[src/rtl/systolic_tile_ctrl_pkg.sv]
// Shared types for the systolic tile controller.
//   scalar_t      : one array lane input, {data, valid}
//   tile_state_e  : tile sequencer states
//   DRAIN_CYC     : cycles held after the last operand read for the default array size
package systolic_tile_ctrl_pkg;

  localparam int SYS_ARRAY_LEN = 4;
  localparam int SINGLE_W      = 32;

  typedef struct packed {
    logic [SINGLE_W-1:0] data;
    logic                valid;
  } scalar_t;

  typedef enum logic [2:0] {
    S_IDLE  = 3'd0,
    S_CLEAR = 3'd1,
    S_FEED  = 3'd2,
    S_DRAIN = 3'd3,
    S_DONE  = 3'd4
  } tile_state_e;

  // Drain covers 1 read latency + (n-1) skew + (n-1) array propagation, plus one cycle of slack.
  function automatic int drain_cyc(input int n);
    return 2 * n;
  endfunction

  localparam int DRAIN_CYC = drain_cyc(SYS_ARRAY_LEN);

endpackage

[src/rtl/systolic_tile_ctrl_skew_line.sv]
// Fixed-depth delay line for one array lane.
//   clk, rst : clock, asynchronous active-high reset
//   flush    : synchronous clear of every stage to {0,0}
//   in, out  : scalar_t payload; depth D=0 is a straight wire
module systolic_tile_ctrl_skew_line
  import systolic_tile_ctrl_pkg::*;
#(
  parameter int D = 0
) (
  input  logic    clk,
  input  logic    rst,
  input  logic    flush,
  input  scalar_t in,
  output scalar_t out
);

  generate
    if (D == 0) begin : g_pass
      logic w_unused;
      assign w_unused = clk ^ rst ^ flush;
      assign out      = in;
    end else begin : g_delay
      scalar_t r_sr [D];

      always_ff @(posedge clk or posedge rst) begin
        if (rst) begin
          for (int s = 0; s < D; s++) r_sr[s] <= '0;
        end else if (flush) begin
          for (int s = 0; s < D; s++) r_sr[s] <= '0;
        end else begin
          r_sr[0] <= in;
          for (int s = 1; s < D; s++) r_sr[s] <= r_sr[s-1];
        end
      end

      assign out = r_sr[D-1];
    end
  endgenerate

endmodule

[src/rtl/systolic_tile_ctrl.sv]
// Sequencer for one output-stationary matrix-multiply tile.
//   start/k_len   : request a tile of inner dimension K (sampled on acceptance)
//   abort         : cancel the running tile, back to IDLE without done
//   busy/done     : status; done is a 1-cycle pulse when the array result is valid
//   rd_en/rd_addr : operand-buffer read; a_vec/b_vec return one cycle later
//   arr_clear     : 1-cycle accumulator clear at tile start
//   row/column    : skewed lane inputs to the array (row from A, column from B)
module systolic_tile_ctrl
  import systolic_tile_ctrl_pkg::*;
#(
  parameter int N  = SYS_ARRAY_LEN,
  parameter int KW = 8
) (
  input  logic                         clk,
  input  logic                         rst,
  input  logic                         start,
  input  logic [KW-1:0]                k_len,
  input  logic                         abort,
  output logic                         busy,
  output logic                         done,
  output logic                         rd_en,
  output logic [KW-1:0]                rd_addr,
  input  logic [N-1:0][SINGLE_W-1:0]   a_vec,
  input  logic [N-1:0][SINGLE_W-1:0]   b_vec,
  output logic                         arr_clear,
  output scalar_t [N-1:0]              column,
  output scalar_t [N-1:0]              row
);

  localparam int DRAIN_N = drain_cyc(N);
  localparam int DCW     = $clog2(DRAIN_N + 1);

  tile_state_e    r_state;
  tile_state_e    w_state_nxt;
  logic [KW-1:0]  r_k;
  logic [KW-1:0]  r_cnt;
  logic [DCW-1:0] r_dcnt;
  logic           r_rd_p1;
  logic           w_k_load;
  logic           w_flush;

  always_ff @(posedge clk or posedge rst) begin
    if (rst) r_state <= S_IDLE;
    else     r_state <= w_state_nxt;
  end

  always_comb begin
    w_state_nxt = r_state;
    w_k_load    = 1'b0;
    busy        = 1'b1;
    done        = 1'b0;
    rd_en       = 1'b0;
    rd_addr     = '0;
    arr_clear   = 1'b0;
    case (r_state)
      S_IDLE: begin
        busy = 1'b0;
        if (start) begin
          w_state_nxt = S_CLEAR;
          w_k_load    = 1'b1;
        end
      end
      S_CLEAR: begin
        arr_clear   = 1'b1;
        w_state_nxt = (r_k == '0) ? S_DONE : S_FEED;
      end
      S_FEED: begin
        rd_en   = 1'b1;
        rd_addr = r_cnt;
        if (r_cnt == r_k - 1'b1) w_state_nxt = S_DRAIN;
      end
      S_DRAIN: begin
        if (r_dcnt == DCW'(DRAIN_N - 1)) w_state_nxt = S_DONE;
      end
      S_DONE: begin
        done = 1'b1;
        // A start coincident with done is taken directly, since DONE is not IDLE.
        if (start) begin
          w_state_nxt = S_CLEAR;
          w_k_load    = 1'b1;
        end else begin
          w_state_nxt = S_IDLE;
        end
      end
      default: w_state_nxt = S_IDLE;
    endcase
    // Abort overrides everything outside IDLE, including a start seen in DONE.
    if (abort && (r_state != S_IDLE)) begin
      w_state_nxt = S_IDLE;
      w_k_load    = 1'b0;
    end
  end

  assign w_flush = abort && (r_state != S_IDLE);

  always_ff @(posedge clk or posedge rst) begin
    if (rst) begin
      r_k     <= '0;
      r_cnt   <= '0;
      r_dcnt  <= '0;
      r_rd_p1 <= 1'b0;
    end else begin
      if (w_k_load) r_k <= k_len;
      r_cnt   <= (rd_en && (w_state_nxt == S_FEED)) ? r_cnt + 1'b1 : '0;
      r_dcnt  <= (r_state == S_DRAIN) ? r_dcnt + 1'b1 : '0;
      r_rd_p1 <= rd_en && !w_flush;
    end
  end

  // ---- p1: operand data returns one cycle after rd_en and enters the lane skew lines ----
  generate
    for (genvar i = 0; i < N; i++) begin : g_lane
      scalar_t w_row_in;
      scalar_t w_col_in;

      // Data is masked so idle lane positions present {0,0} rather than buffer garbage.
      assign w_row_in = {({SINGLE_W{r_rd_p1}} & a_vec[i]), r_rd_p1};
      assign w_col_in = {({SINGLE_W{r_rd_p1}} & b_vec[i]), r_rd_p1};

      systolic_tile_ctrl_skew_line #(.D(i)) u_row_skew (
        .clk   (clk),
        .rst   (rst),
        .flush (w_flush),
        .in    (w_row_in),
        .out   (row[i])
      );

      systolic_tile_ctrl_skew_line #(.D(i)) u_col_skew (
        .clk   (clk),
        .rst   (rst),
        .flush (w_flush),
        .in    (w_col_in),
        .out   (column[i])
      );
    end
  endgenerate

endmodule

[config.mk]
export PLATFORM = sky130hd
export DESIGN_NAME = systolic_tile_ctrl
export DESIGN_NICKNAME = d
export VERILOG_FILES = /design/src/rtl/systolic_tile_ctrl_pkg.sv /design/src/rtl/systolic_tile_ctrl_skew_line.sv /design/src/rtl/systolic_tile_ctrl.sv
export SDC_FILE = /design/constraint.sdc
export NUM_CORES = 1
export LEC_CHECK = 0
export ABC_AREA = 1
export BUFFER_PORTS_ARGS = -buffer_cell sky130_fd_sc_hd__buf_2
export CAP_MARGIN = 20
export CORE_ASPECT_RATIO = 1.1
export CORE_MARGIN = 5
export CORE_UTILIZATION = 42
export DETAILED_ROUTE_END_ITERATION = 8
export GPL_ROUTABILITY_DRIVEN = 0
export PLACE_DENSITY = 0.64
export REMOVE_ABC_BUFFERS = 1
export SLEW_MARGIN = 0
export SYNTH_ARGS = -nofsm -noshare
export SYNTH_HDL_FRONTEND = slang
export SYNTH_HIERARCHICAL = 1
export SYNTH_SLANG_ARGS = --single-unit
[constraint.sdc]
create_clock -name clk -period 3.85 [get_ports clk]
set_input_delay 0.1925 -clock clk [delete_from_list [all_inputs] [get_ports clk]]
set_output_delay 0.1925 -clock clk [all_outputs]
set_load 0.01 [all_outputs]
# == Word-level counts from Yosys, hierarchy flattened ==
# Index checks and enable logic that the tools add are counted.
# classes
n_reduce_logical,8
n_addsub,3
bitwise_logic,8
n_eq_ne,7
mux,23
# op_table
operator,count
$and A32 B32 Y32,8
$mux W99,2
$mux W66,2
$mux W33,2
$mux W8,2
$mux W3,5
$pmux W3 S5,1
$eq A3 B2 Y1 const B,3
$add A8 B1 Y8 const B,1
$eq A8 B8 Y1,1
$logic_not A8 Y1,1
$mux W1,8
$sub A8 B1 Y8 const B,1
$add A4 B1 Y4 const B,1
$eq A4 B3 Y1 const B,1
$mux W4,1
$eq A3 B1 Y1 const B,1
$eq A3 B3 Y1 const B,1
$logic_and A1 B1 Y1,3
$logic_not A3 Y1,1
$reduce_bool A3 Y1,1
$reduce_or A2 Y1,1
$logic_not A1 Y1,1
# word_totals
elab_cells,78
output_inout_bits,276
register_bits,420
inputBits,268

# == Longest topological paths before layout ==
# Gate-level depths: netlist (run 1).
# logic_depth
word_depth,8
mapped_depth,11
mapped_depth_nobuf,11

# == Hierarchy ==
# Netlist (run 1), hierarchy kept.
# modules_own_cells
mod,area_each_um2,n_inst,cells_per_inst,seq_area_each_um2
systolic_tile_ctrl_skew_line at g_lane[3].u_col_skew ...,3545.9,2,342,2477.4
systolic_tile_ctrl_skew_line at g_lane[2].u_col_skew ...,2461.1,2,239,1651.6
systolic_tile_ctrl,3514.6,1,726,600.6
systolic_tile_ctrl_skew_line at g_lane[1].u_col_skew ...,1127.3,2,104,825.8
systolic_tile_ctrl_skew_line at g_lane[0].u_col_skew ...,247.7,2,33,0.0

# == Least setup slack after synthesis (run 1) ==
# Ideal clock, no wire load.
# synth_path
kind,reg2reg
start,register r_state[1]
end,register g_lane[3].u_col_skew/g_delay.r_sr[87] (netlist bit)
slack_ps,2298
stages_incl_launch_ff,11
synth_period_minus_slack_ps,1552
setup_ps,71
arrival_time_ps,1480
t_required_ps,3779
n_path_buf,3
cell_sequence,dfrtp_1 > nor2_4 > inv_2 > nor2_2 > inv_2 > nand2_2 > inv_1 > buf_6 > buf_6 > buf_6 > nor2_1
# synth_between
elab_chain_cells,3
# synth_lines
item,line,rtl
from (decl),systolic_tile_ctrl.sv:33,tile_state_e r_state;
from (signal assigned),systolic_tile_ctrl.sv:44,else r_state <= w_state_nxt;
$reduce_bool A3 Y1,systolic_tile_ctrl.sv:94,assign w_flush = abort && (r_state != S_IDLE);
$logic_and A1 B1 Y1,systolic_tile_ctrl.sv:94,
net w_flush,systolic_tile_ctrl.sv:40,logic w_flush;
$mux W99,systolic_tile_ctrl_skew_line.sv:28,end else if (flush) begin
to (decl),systolic_tile_ctrl_skew_line.sv:23,scalar_t r_sr [D];
# The timed path passes the listed nets, and every way through them passes these cells.
# A chain may end at the register's enable or synchronous reset.

==> results.tsv, run 1 <==
stage	metric	value	unit
placed_design	Port Buffers	543	
sta	Layout Skew	17.0	ps
drt	drt drc	0	
drt	drt first pass iters	5	
die	die height	229	um
min_path	Hold Path Stages	3	
die	Die W	209	um
cells_and_area	Layout area overhead	28.0	%
sta	Final setup viols	0	
synth	simple-gate share of the synthesized area	0.163	
drt	vias after detailed routing	13700	
sta	hold slack final	73.4	ps
sta	f_max	409	MHz
worst_setup_path	R2R setup slack	1740	ps
synth	post-synthesis xor/xnor area fraction	0.00561	
cts	Clock Sinks	420	
sta	RSZ-0062 raised after global routing	no	
die	FP Rows	80	
cells_and_area	diode count	0	
drt	WL final	47700	um
cts	CTS clock-pin slew for the worst setup and hold paths	60	ps
worst_setup_path	crit path max fanout	69	
grt	vias in the first global route	14400	
worst_setup_path	Critical R2R Capture	g_lane[3].u_col_skew/out[1]	
synth	sequential share of the synthesized area	0.575	
worst_setup_path	worst reg2reg startpoint	r_state[1]	
synth	Syn. warnings	6	
synth	mux contribution to synthesized area	0.000616	
die	area of the die	47800	sq um
worst_setup_path	CP required	3660	ps
synth	synthesized area	18300	sq um
flow_run	total of max-cap violations	0	
die	IO Count	544	
pwr	VDD IR max	306	uV
cts	Bufs on Longest Clock Path	3	
worst_setup_path	critical path class	flip-flop to output port	
min_path	HP Class	input port to flip-flop	
drt	Starting DRT DRC Count	757	
sta	Max Slew Vio Count	0	
cells_and_area	FILL cells	3803	
run_status	status	finished clean	
placed_design	pre-CTS setup slack	1740	ps
sta	Relative slew margins	0.384	
worst_setup_path	critical path launch point type	flip-flop	
sta	final period utilization	0.635	
min_path	hold_sp	start	
cts	CTS Buf Count	43	
cts	post-cts sizing count	0	
synth	Avg Cell Area, Syn	8.45	sq um
synth	area share of fa/ha/maj cells after synthesis	0.00274	
cts	TritonCTS clock tree	yes	
grt	initial antenna violation count	1	
cts	H-tree depth	2	
synth	Synth Area in Compound Gates	0.00404	
grt	All-Layer GR Usage	0.198	
sta	Final Hold Fails	0	
sta	setup_tns	0	ps
sta	worst-margin pin slew	923	ps
grt	remaining global-route overflow	0	
grt	first-pass GRT wire length	76100	um
sta	Final min period	2440	ps
worst_setup_path	critical path capture point type	output port	
pwr	pwr dens	519	nW/um^2
synth	Post-Synthesis Cells	2162	
cells_and_area	Final nets	2971	
synth	Yosys cell types	29	
synth	FF+latch count, synth	420	
die	area of the core	43200	sq um
drt	WL/cell	14.5	um
cts	worst skew pair latency	540	ps
drt	Final ANT Viol Nets	0	
synth	largest family of logic cells by synthesized area	buffers and inverters	
die	initial cell density of the core	0.423	
placed_design	hpwl dp	33700	um
worst_setup_path	Arrival @ worst endpoint	2250	ps
grt	pin count of the biggest net entering global routing	135	
cts	root buffer cell	clkbuf_16	
cells_and_area	share of cells above drive strength 1	0.246	
pwr	P_leak	14.6	nW
drt	vias per std cell	4.15	
worst_setup_path	Worst R2R Path Depth	8	
sta	final worst-path setup slack	1410	ps
min_path	Hold Path End	r_k[1]	
## critical path, cell delays in order, from the launching register on
cell,delay (ps)
dfrtp_4,870
buf_4,430
nand2_1,120
inv_1,80
buf_2,130
## registers in the layout (all words and copies together) (netlist names)
register,cells
g_lane.u_row_skew/out,99
r_cnt,8
r_k,8
g_lane.u_row_skew/g_delay.r_sr,99
g_lane.u_col_skew/g_delay.r_sr,99
r_state,3
r_dcnt,4
g_lane.u_col_skew/out,99
r_rd_p1,1
## metal layers
layer,vias up,global-route usage,wire [um]
met2,542,0.344,23700
met1,6330,0.224,17500
li1,6695,-,-
met5,-,0,0
met3,148,0.0399,2930
met4,0,0.123,3540
## cell usage in the layout (no fill, tap or decap)
master         count
bufinv_16          4
clkinvlp_4         3
a21oi_1            9
inv_6              3
nand2_1          288
nor2_4             3
dfrtp_1          419
nor3_2             1
clkinv_4           1
nor2_1           421
xor2_1             7
xnor3_2            1
nor3_1             2
clkinv_2           5
buf_12             5
mux2_1             1
o21ai_0            3
buf_4             15
inv_4              2
inv_2              9
clkinv_1           1
dfrtp_4            1
a31oi_1            1
nand3_4            2
nand3_2            3
buf_16             1
nor3_4             1
nand2_2            4
clkbuf_8           6
ha_1               4
inv_8              1
clkbuf_16         43
inv_1            677
dlygate4sd3_1    200
nor2_2            15
a22oi_1            1
buf_2            543
xnor2_1            2
clkbuf_1          10
nand3_1           11
## kinds of logic (layout without fill, tap and decap cells)
kind of cell,after synthesis,in the layout
adder cells (fa/ha/maj),4,4
multiplexers,1,1
flip-flops,420,420
AO/OA/AOI/OAI,14,14
XOR/XNOR,10,10
AND/OR/NAND/NOR,751,751
buffers and inverters,962,1529
## worst max-delay path by stage
stage	end	slack (ps)	from
floorplan	g_lane[1].u_col_skew/out[0]	-3010	r_state[1]
global placement	g_lane[3].u_col_skew/out[3]	1780	r_state[1]
detailed placement	g_lane[3].u_col_skew/out[15]	1740	r_state[1]
CTS	column[7]	1370	r_rd_p1
global route	column[14]	1240	r_rd_p1
finish	column[14]	1410	r_rd_p1
## area by class of cell
class	count	area [sq um]	share of cell area
repair buffers	764	4960	0.212
inverters	690	2600	0.111
clock inverters	16	203	0.00866
well taps	574	718	0.0307
clock buffers	59	1200	0.0511
flip-flops and latches	420	10500	0.449
multi-input cells	780	3210	0.137
## synth_stat cells
| cell type | n | area [sq um] |
|---|---|---|
| a21oi_1 | 9 | 45.0 |
| a22oi_1 | 1 | 7.51 |
| a31oi_1 | 1 | 6.26 |
| buf_1 | 1 | 3.75 |
| buf_2 | 21 | 105 |
| buf_4 | 200 | 1500 |
| buf_6 | 23 | 259 |
| clkbuf_1 | 27 | 101 |
| clkinv_1 | 1 | 3.75 |
| dfrtp_1 | 420 | 10500 |
| ha_1 | 4 | 50.1 |
| inv_1 | 682 | 2560 |
| inv_2 | 7 | 26.3 |
| mux2_1 | 1 | 11.3 |
| nand2_1 | 288 | 1080 |
| nand2_2 | 4 | 25.0 |
| nand3_1 | 11 | 55.1 |
| nand3_2 | 3 | 30.0 |
| nand3_4 | 2 | 35.0 |
| nor2_1 | 421 | 1580 |
| nor2_2 | 15 | 93.8 |
| nor2_4 | 3 | 33.8 |
| nor3_1 | 2 | 10.0 |
| nor3_2 | 1 | 10.0 |
| nor3_4 | 1 | 16.3 |
| o21ai_0 | 3 | 15.0 |
| xnor2_1 | 2 | 17.5 |
| xnor3_2 | 1 | 23.8 |
| xor2_1 | 7 | 61.3 |
## through the flow
step | std cells | cell area (sq um) | total power, mW | utilization
detailed placement | 3026 | 20000 | 7.96 | 0.461
finish | 3303 | 23400 | 12.1 | 0.541
global route | 3303 | 23400 | 12.8 | 0.541
CTS | 3301 | 23400 | 12.3 | 0.540
floorplan | 1890 | 16300 | 6.93 | -
global placement | 3026 | 20000 | 7.90 | 0.461
## power by group
group / switching [mW] / leakage [nW] / internal [mW]
clock: 1.67 / 0.679 / 2.45
sequential: 0.258 / 5.78 / 4.94
combinational: 1.87 / 8.18 / 0.960
## what timing repair did
item                                   CTS  global route
endpoints found under the hold margin  281             0
hold buffers                           200             0
setup buffers                            0             0
No activity file was read; power rests on OpenSTA's default activity.
==> inputs of run 2 (changes only) <==
--- a/config.mk
+++ b/config.mk
@@ -13,7 +13,7 @@
 export CORE_UTILIZATION = 42
 export DETAILED_ROUTE_END_ITERATION = 8
 export GPL_ROUTABILITY_DRIVEN = 0
-export PLACE_DENSITY = 0.64
+export PLACE_DENSITY = 0.67
 export REMOVE_ABC_BUFFERS = 1
 export SLEW_MARGIN = 0
 export SYNTH_ARGS = -nofsm -noshare
==> constraint.sdc (replaced) <==
create_clock -name clk -period 2.1 [get_ports clk]
set_input_delay 0.105 -clock clk [delete_from_list [all_inputs] [get_ports clk]]
set_output_delay 0.105 -clock clk [all_outputs]
set_load 0.01 [all_outputs]
==> results.tsv, run 2 (synthesis gave the netlist of run 1 again) <==
stage	metric	value	unit	change
run_status	status	finished clean		
grt	All-Layer GR Usage	0.197		-0.000655
cts	TritonCTS clock tree	yes		
min_path	HP Class	input port to flip-flop		
sta	Final min period	1990	ps	
placed_design	pre-CTS setup slack	391	ps	-1350 ps
drt	Final ANT Viol Nets	0		unchanged
cts	worst skew pair latency	550	ps	about the same
cells_and_area	commonest non-fill, non-tap cell in the layout	inv_1		
cts	CTS Buf Count	44		+2.3%
cells_and_area	Layout area overhead	29.8	%	
worst_setup_path	critical path launch point type	flip-flop		
cells_and_area	FILL cells	3776		-0.71%
worst_setup_path	CP Cell Sequence	buf_12 > nand2_1 > inv_1 > buf_2		
sta	Final setup viols	0		unchanged
sta	Relative slew margins	0.688		+0.304
drt	WL final	48100	um	+0.70%
worst_setup_path	CP required	2000	ps	-1660 ps
drt	vias after detailed routing	13900		+1.0%
cells_and_area	commonest cells after routing, fill and taps aside	inv_1 (677), buf_2 (543), nor2_1 (421)		
drt	drt first pass iters	5		unchanged
worst_setup_path	Largest stage delay, worst path	640	ps	-230 ps
drt	WL/cell	14.4	um	about the same
die	area of the die	47800	sq um	unchanged
worst_setup_path	critical path capture point type	output port		
worst_setup_path	CP max stage cell	dfrtp_4		
drt	vias per std cell	4.16		+0.28%
pwr	P_leak	14.8	nW	+1.0%
grt	remaining global-route overflow	0		unchanged
placed_design	hpwl dp	33500	um	-0.65%
worst_setup_path	crit path max fanout	71		+2.9%
flow_run	total of max-cap violations	0		unchanged
die	IO Count	544		unchanged
grt	vias in the first global route	14700		+1.8%
cells_and_area	share of cells above drive strength 1	0.250		+0.00403
placed_design	Port Buffers	543		unchanged
die	Die W	209	um	unchanged
cts	CTS clock-pin slew for the worst setup and hold paths	60	ps	about the same
sta	Layout Skew	13.6	ps	-3.39 ps
cts	root buffer cell	clkbuf_16		
cells_and_area	register area	10500	sq um	unchanged
die	FP Rows	80		unchanged
sta	Final Hold Fails	0		unchanged
drt	drt drc	0		unchanged
grt	pin count of the biggest net entering global routing	74		-45%
cts	Clock Sinks	420		unchanged
pwr	VDD IR max	549	uV	+79%
worst_setup_path	critical path class	flip-flop to output port		
sta	worst-margin pin slew	464	ps	-459 ps
pwr	Tot Pwr	22.8	mW	+88%
die	die height	229	um	unchanged
pwr	pwr dens	962	nW/um^2	+85%
drt	Starting DRT DRC Count	624		-18%
cells_and_area	Final nets	2993		+0.74%
worst_setup_path	Worst Path Buf+Inv	3		unchanged
cts	H-tree depth	2		unchanged
cts	Bufs on Longest Clock Path	3		unchanged
grt	first-pass GRT wire length	75800	um	-0.38%
sta	f_max	502	MHz	
die	area of the core	43200	sq um	unchanged
worst_setup_path	cell family with most CP delay	flip-flops		
sta	Max Slew Vio Count	0		unchanged
sta	RSZ-0062 raised after global routing	no		
sta	final period utilization	0.949		
grt	initial antenna violation count	2		+1
sta	final worst-path setup slack	108	ps	-1300 ps
die	initial cell density of the core	0.423		unchanged
cells_and_area	area of the multi-input gates	3220	sq um	+0.47%
worst_setup_path	Arrival @ worst endpoint	1890	ps	-360 ps
-- run 2: final timing paths --
kind	start	endpoint	slack (ps)	cells after the start
min in group asynchronous	rst	g_lane[2].u_col_skew/g_delay.r_sr[49]	220	3
hold / removal	start	r_state[0]	110	5
setup / recovery	r_rd_p1	row[12]	110	4
setup reg to reg	r_state[1]	r_k[2]	130	8
max in group asynchronous	rst	g_lane[3].u_col_skew/g_delay.r_sr[98]	1170	4
hold reg to reg	g_lane[3].u_row_skew/g_delay.r_sr[33]	g_lane[3].u_row_skew/out[0]	440	2
-- run 2: timing repair --
item / in CTS / in global routing
cloned: 0 / 1
gates resized for setup: 0 / 1
pin swaps: 0 / 2
endpoints found under the setup margin: 16 / 7
hold endpoints to repair: 421 / 0
hold buffers: 209 / 0
buffers inserted: 1 / 3
-- run 2: final cells by class --
cell class | count | area share
antenna | 1 | 0.000105
clock buffer | 56 | 0.0505
clock inverter | 22 | 0.0102
inverter | 690 | 0.110
multi-input combinational | 781 | 0.136
sequential | 420 | 0.443
tap | 574 | 0.0303
timing repair buffer | 784 | 0.220
-- run 2: power by group --
group          total [mW]  switching (mW)  internal [mW]
Clock                7.70            3.14           4.56
Combinational        5.63            3.58           2.06
Sequential           9.48           0.426           9.05
-- run 2: routing by layer --
metal	vias up	track usage	share of wire
li1	6748	-	-
met1	6461	0.218	0.36
met2	499	0.362	0.53
met3	150	0.0380	0.056
met4	0	0.0971	0.055
met5	-	0	0
-- run 2: per-stage QoR --
stage	setup TNS, ps	hold slack, ps	util	instance area [sq um]	std cells
2_1_floorplan	-2175750	120	-	16300	1890
3_3_place_gp	0	223	0.466	20100	3035
3_5_place_dp	0	224	0.466	20100	3035
4_1_cts	0	7.24	0.548	23700	3323
5_1_grt	0	135	0.549	23700	3328
6_report	0	113	0.549	23700	3328
-- run 2: worst min-delay path: stages --
cell and delay [ps]:
buf_2 140, nand2_1 80, nand2_1 50, inv_1 110, a21oi_1 110
